`config.mk`:
```
export PLATFORM = sky130hd
export DESIGN_NAME = debug_frame_rx
export DESIGN_NICKNAME = d
export VERILOG_FILES = /design/src/rtl/debug_frame_rx.sv
export SDC_FILE = /design/constraint.sdc
export NUM_CORES = 1
export LEC_CHECK = 0
export BUFFER_PORTS_ARGS = -buffer_cell sky130_fd_sc_hd__buf_2
export CORE_ASPECT_RATIO = 0.75
export CORE_UTILIZATION = 30
export DETAILED_ROUTE_END_ITERATION = 8
export HOLD_SLACK_MARGIN = 0.05
export PLACE_DENSITY = 0.59
export REMOVE_ABC_BUFFERS = 1
export SYNTH_ARGS = -nofsm -noshare
export SYNTH_HDL_FRONTEND = slang
export SYNTH_SLANG_ARGS = --single-unit
```
`constraint.sdc`:
```
create_clock -name clk_in -period 2 [get_ports clk_in]
set_input_delay 0.2 -clock clk_in [delete_from_list [all_inputs] [get_ports clk_in]]
set_output_delay 0.2 -clock clk_in [all_outputs]
set_load 0.005 [all_outputs]
```
`src/rtl/debug_frame_rx.sv`:
```
// debug_frame_rx: reassembles MSB-first byte frames ending in 0x0A; optional timeout via DEBUG_FRAME_RX_TIMEOUT_EN
module debug_frame_rx #(
  parameter int DATA_WIDTH = 16,
  parameter int TIMEOUT_WIDTH = 20,
  parameter logic [TIMEOUT_WIDTH-1:0] TIMEOUT_TICKS = 20'd44000
) (
  input  logic                  clk_in,
  input  logic                  reset,
  input  logic [7:0]            rx_data,
  input  logic                  rx_pulse,
  output logic [DATA_WIDTH-1:0] data_out,
  output logic                  data_valid,
  output logic                  frame_error,
  output logic [7:0]            error_count,
  output logic                  busy
);
  localparam int N = DATA_WIDTH / 8;
  localparam int CW = $clog2(N + 1);
  localparam logic [CW-1:0] LAST = CW'(N);
  typedef enum logic [1:0] {IDLE, COLLECT, TERM} state_t;
  state_t state_q, state_d;
  logic [CW-1:0] cnt_q, cnt_d;
  logic [DATA_WIDTH-1:0] shift_q, shift_d, shift_in, data_d;
  logic valid_d, err_d, expire;
  logic [7:0] ecnt_d, ecnt_inc;
  assign ecnt_inc = (error_count == 8'hFF) ? error_count : error_count + 8'd1;
  assign busy = state_q != IDLE;
  if (N == 1) begin : g_one
    assign shift_in = rx_data;
  end else begin : g_multi
    assign shift_in = {shift_q[DATA_WIDTH-9:0], rx_data};
  end
`ifdef DEBUG_FRAME_RX_TIMEOUT_EN
  logic [TIMEOUT_WIDTH-1:0] tmo_q, tmo_d;
  assign expire = !rx_pulse && state_q != IDLE && tmo_q + 1'b1 == TIMEOUT_TICKS;
  assign tmo_d = (rx_pulse || state_q == IDLE || expire) ? '0 : tmo_q + 1'b1;
  // inter-byte idle counter
  always_ff @(posedge clk_in) tmo_q <= reset ? '0 : tmo_d;
`else
  assign expire = 1'b0;
`endif
  // next-state, shift and strobe decode
  always_comb begin
    state_d = state_q;
    cnt_d = cnt_q;
    shift_d = shift_q;
    data_d = data_out;
    valid_d = 1'b0;
    err_d = 1'b0;
    ecnt_d = error_count;
    if (rx_pulse) begin
      case (state_q)
        IDLE: begin
          shift_d = shift_in;
          cnt_d = CW'(1);
          state_d = (N == 1) ? TERM : COLLECT;
        end
        COLLECT: begin
          shift_d = shift_in;
          cnt_d = cnt_q + 1'b1;
          state_d = (cnt_d == LAST) ? TERM : COLLECT;
        end
        default: begin
          state_d = IDLE;
          valid_d = rx_data == 8'h0A;
          err_d = rx_data != 8'h0A;
          data_d = valid_d ? shift_q : data_out;
          ecnt_d = err_d ? ecnt_inc : error_count;
        end
      endcase
    end
    if (expire) begin
      state_d = IDLE;
      err_d = 1'b1;
      ecnt_d = ecnt_inc;
    end
  end
  // state and output registers
  always_ff @(posedge clk_in) begin
    if (reset) begin
      state_q <= IDLE;
      cnt_q <= '0;
      shift_q <= '0;
      data_out <= '0;
      data_valid <= 1'b0;
      frame_error <= 1'b0;
      error_count <= '0;
    end else begin
      state_q <= state_d;
      cnt_q <= cnt_d;
      shift_q <= shift_d;
      data_out <= data_d;
      data_valid <= valid_d;
      frame_error <= err_d;
      error_count <= ecnt_d;
    end
  end
endmodule

```
==> results.md <==
* R2R cell count at 5
* Synth area leaders: dfxtp_1, mux2i_1, nand2_1
* Post CTS Setup Buffer Count at 0
* Min-delay worst type: primary input to register
* Clock buffer depth at 2
* Die Y at between 60 and 70 um
* Antenna cell count at 0
* Power Dens Cells at 787.4 nW/um^2
* Worst setup EP type: register
* Post-route clock period utilization at 82.47%
* Post-synth top cells: dfxtp_1, nand2_1, a21oi_1, nor2_1, mux2i_1
* Synth Cell Area at 1827 um^2
* Post-CTS Resized at 0
* Die X at ~92 um
* Max-Cap Viols at 0
* Worst-path cell chain: ha_1 -> nand3_1 -> nor2_1 -> nor4b_2 -> mux2_2
* #FFs+latches synth at 46
* Initial Util at between 30 and 40%
* Vias/cell at 4.636
* I/O pins at 38
* CTS tree: yes
* RSZ-0062 raised after global routing: false
* DRC at 0
* Routed Antenna Nets at 0
* Clock skew at between 0.006 and 0.007 ns
* Layout cells sized above 1 at 23.53%
* Hold Path Depth at 3
* Gpl congestion at 0.8135
* Actual slew at the worst max-slew pin at ~0.47 ns
* Worst vdd ir at 0.0002761 V
* Final slew viol count at 0
* Post-CTS Hold Fix Bufs at 0
* GRT Total Usage at between 10 and 15%
* Syn-to-layout area delta at 19.52%
* Fill count at 602
* IO Port Bufs at 37
* HPWL Detailed at 2597 um
* Status: finished, final reports clean
* Leakage at ~0.99 nW
* Synth Area per Inst at around 9.1 um^2
* Drt total wl at about 3700 um
* Commonest register cell after synthesis: dfxtp_1
* Mapped Cells at 200
* Antenna violations before repair at 0
* Endpoints failing setup at 0
* Die ar. at 6409 um^2
* Clock sinks at between 40 and 50
* Cell with the most instances after synthesis: dfxtp_1
* Ys async rst share at 0%
* Ys Warns at 0
* WL/cell at between 10 and 15 um
* CTS clk-pin slew, worst paths at 0.09 ns
* DR vias at around 1500
* CTS Buf Count at 5
* Global-route wire length before repair at around 6300 um
* Slew margin rel. at between 60% and 70%
* Crit-path slowest cell: dfxtp_1
* Period minus WS final at between 1.5 and 2 ns
* Hold Violations, Final at 0
* Pin count of the biggest net entering global routing at 27
* Clock latency on the worst-skew pair at 0.29 ns
* Num rows at 24
* Synth top area share at between 50% and 60%
* Largest stage delay on the critical path at 0.36 ns
* Worst setup SP type: register
* Pwr Total at 1.719 mW
* FMAX at between 600 and 700 MHz
* Vias in the first global route at ~1200
* Critical Path AT at around 1.8 ns
* Number of flops mapped to enable cells by yosys at 0
* Post-Route Setup TNS at 0 ns
* Multi-input logic area at about 820 um^2
* Reg area at ~900 um^2
* Worst Path Required at between 2 and 2.5 ns
* Part of the Yosys area used for sequential elements at approximately 50%
* Core ar. at 5856 um^2
* Total grt overflow at 0
* Post-synth cell types at 31
* DRT Pass-1 Iters at 4
* Htree depth at 2
* Critical path peak fanout at 6
* Biggest area consumer among synthesized cells: dfxtp_1
* DR iter-0 viols at just over 80
* Crit Path Class: register to register
* NumNets Final at 250
* Root Buffer: clkbuf_8
==> critical path, delay by kind of cell, from the launching register on <==
| family | cells | cell delay, ns |
|---|---|---|
| muxes | 1 | 0.36 |
| adders and majority gates | 1 | 0.24 |
| and+or+nand+nor | 3 | 0.60 |
| DFF | 1 | 0.36 |
==> power breakdown <==
part / switching (mW) / internal [mW]
Sequential: 0.0144 / 0.934
Combinational: 0.0551 / 0.0339
Clock: 0.309 / 0.373
Total: 0.378 / 1.34
==> per-layer routing <==
layer | share of wire [%] | GRT usage, %
met5 | 0 | 0
met4 | 1.5 | 5.208
met3 | 5.0 | 2.961
met2 | 40 | 16.83
met1 | 53 | 18.84
==> registers in the layout, indices dropped and copies added, names as in the netlist <==
register     flops
frame_error      1
state_q          2
data_valid       1
error_count      8
data_out        16
cnt_q            2
shift_q         16
==> worst paths after layout <==
path,start,endpoint,slack (ns)
setup / recovery,error_count[0]$_SDFFE_PP0P_,error_count[5]$_SDFFE_PP0P_,0.35
hold / removal,rx_data[1],shift_q[1]$_SDFFE_PP0P_,0.15
setup reg to reg,error_count[0]$_SDFFE_PP0P_,error_count[5]$_SDFFE_PP0P_,0.35
hold reg to reg,cnt_q[1]$_SDFFE_PP0P_,cnt_q[1]$_SDFFE_PP0P_,0.45
==> layout make-up <==
class	instances	share of cell area (%)
Clock buffer	6	3.324
Clock inverter	2	1.719
Inverter	3	0.5158
Multi-Input combinational cell	139	37.59
Sequential cell	46	42.18
Tap cell	78	4.470
Timing Repair Buffer	42	10.20
==> layout by cell type (no fill, tap or decap), types with 2 or more instances in the layout <==
cell type / count
dfxtp_1: 46
nor2b_1: 3
mux2i_1: 16
nand4_1: 3
buf_2: 37
a21oi_1: 26
nand2_1: 36
or3_1: 4
nor2_1: 23
buf_4: 5
o21ai_0: 6
mux2_2: 2
nor3_1: 2
nand3_1: 4
inv_1: 3
ha_1: 2
clkbuf_8: 5
==> through the flow <==
stage          worst slack (ns)  cell area [um^2]  utilization [%]  hold slack [ns]  instances
2_1_floorplan            0.2525              1753                -           0.2691        188
3_3_place_gp             0.3994              2073            35.41           0.4398        308
3_5_place_dp             0.3666              2073            35.41           0.4438        308
4_1_cts                  0.3498              2183            37.29           0.1453        316
5_1_grt                  0.2463              2183            37.29           0.1571        316
6_report                 0.3505              2183            37.29           0.1513        316
==> cells by family (layout without fill, tap and decap cells) <==
kind of cell	after synthesis	count (layout)	synth area share, %
fa+ha+maj	2	2	1.370
compound gates	36	36	10.96
buf+inv	15	53	4.657
flops	46	46	50.41
mux	18	18	10.00
simple gates	83	83	22.60
Note: power is estimated with default switching activity, not from simulation.
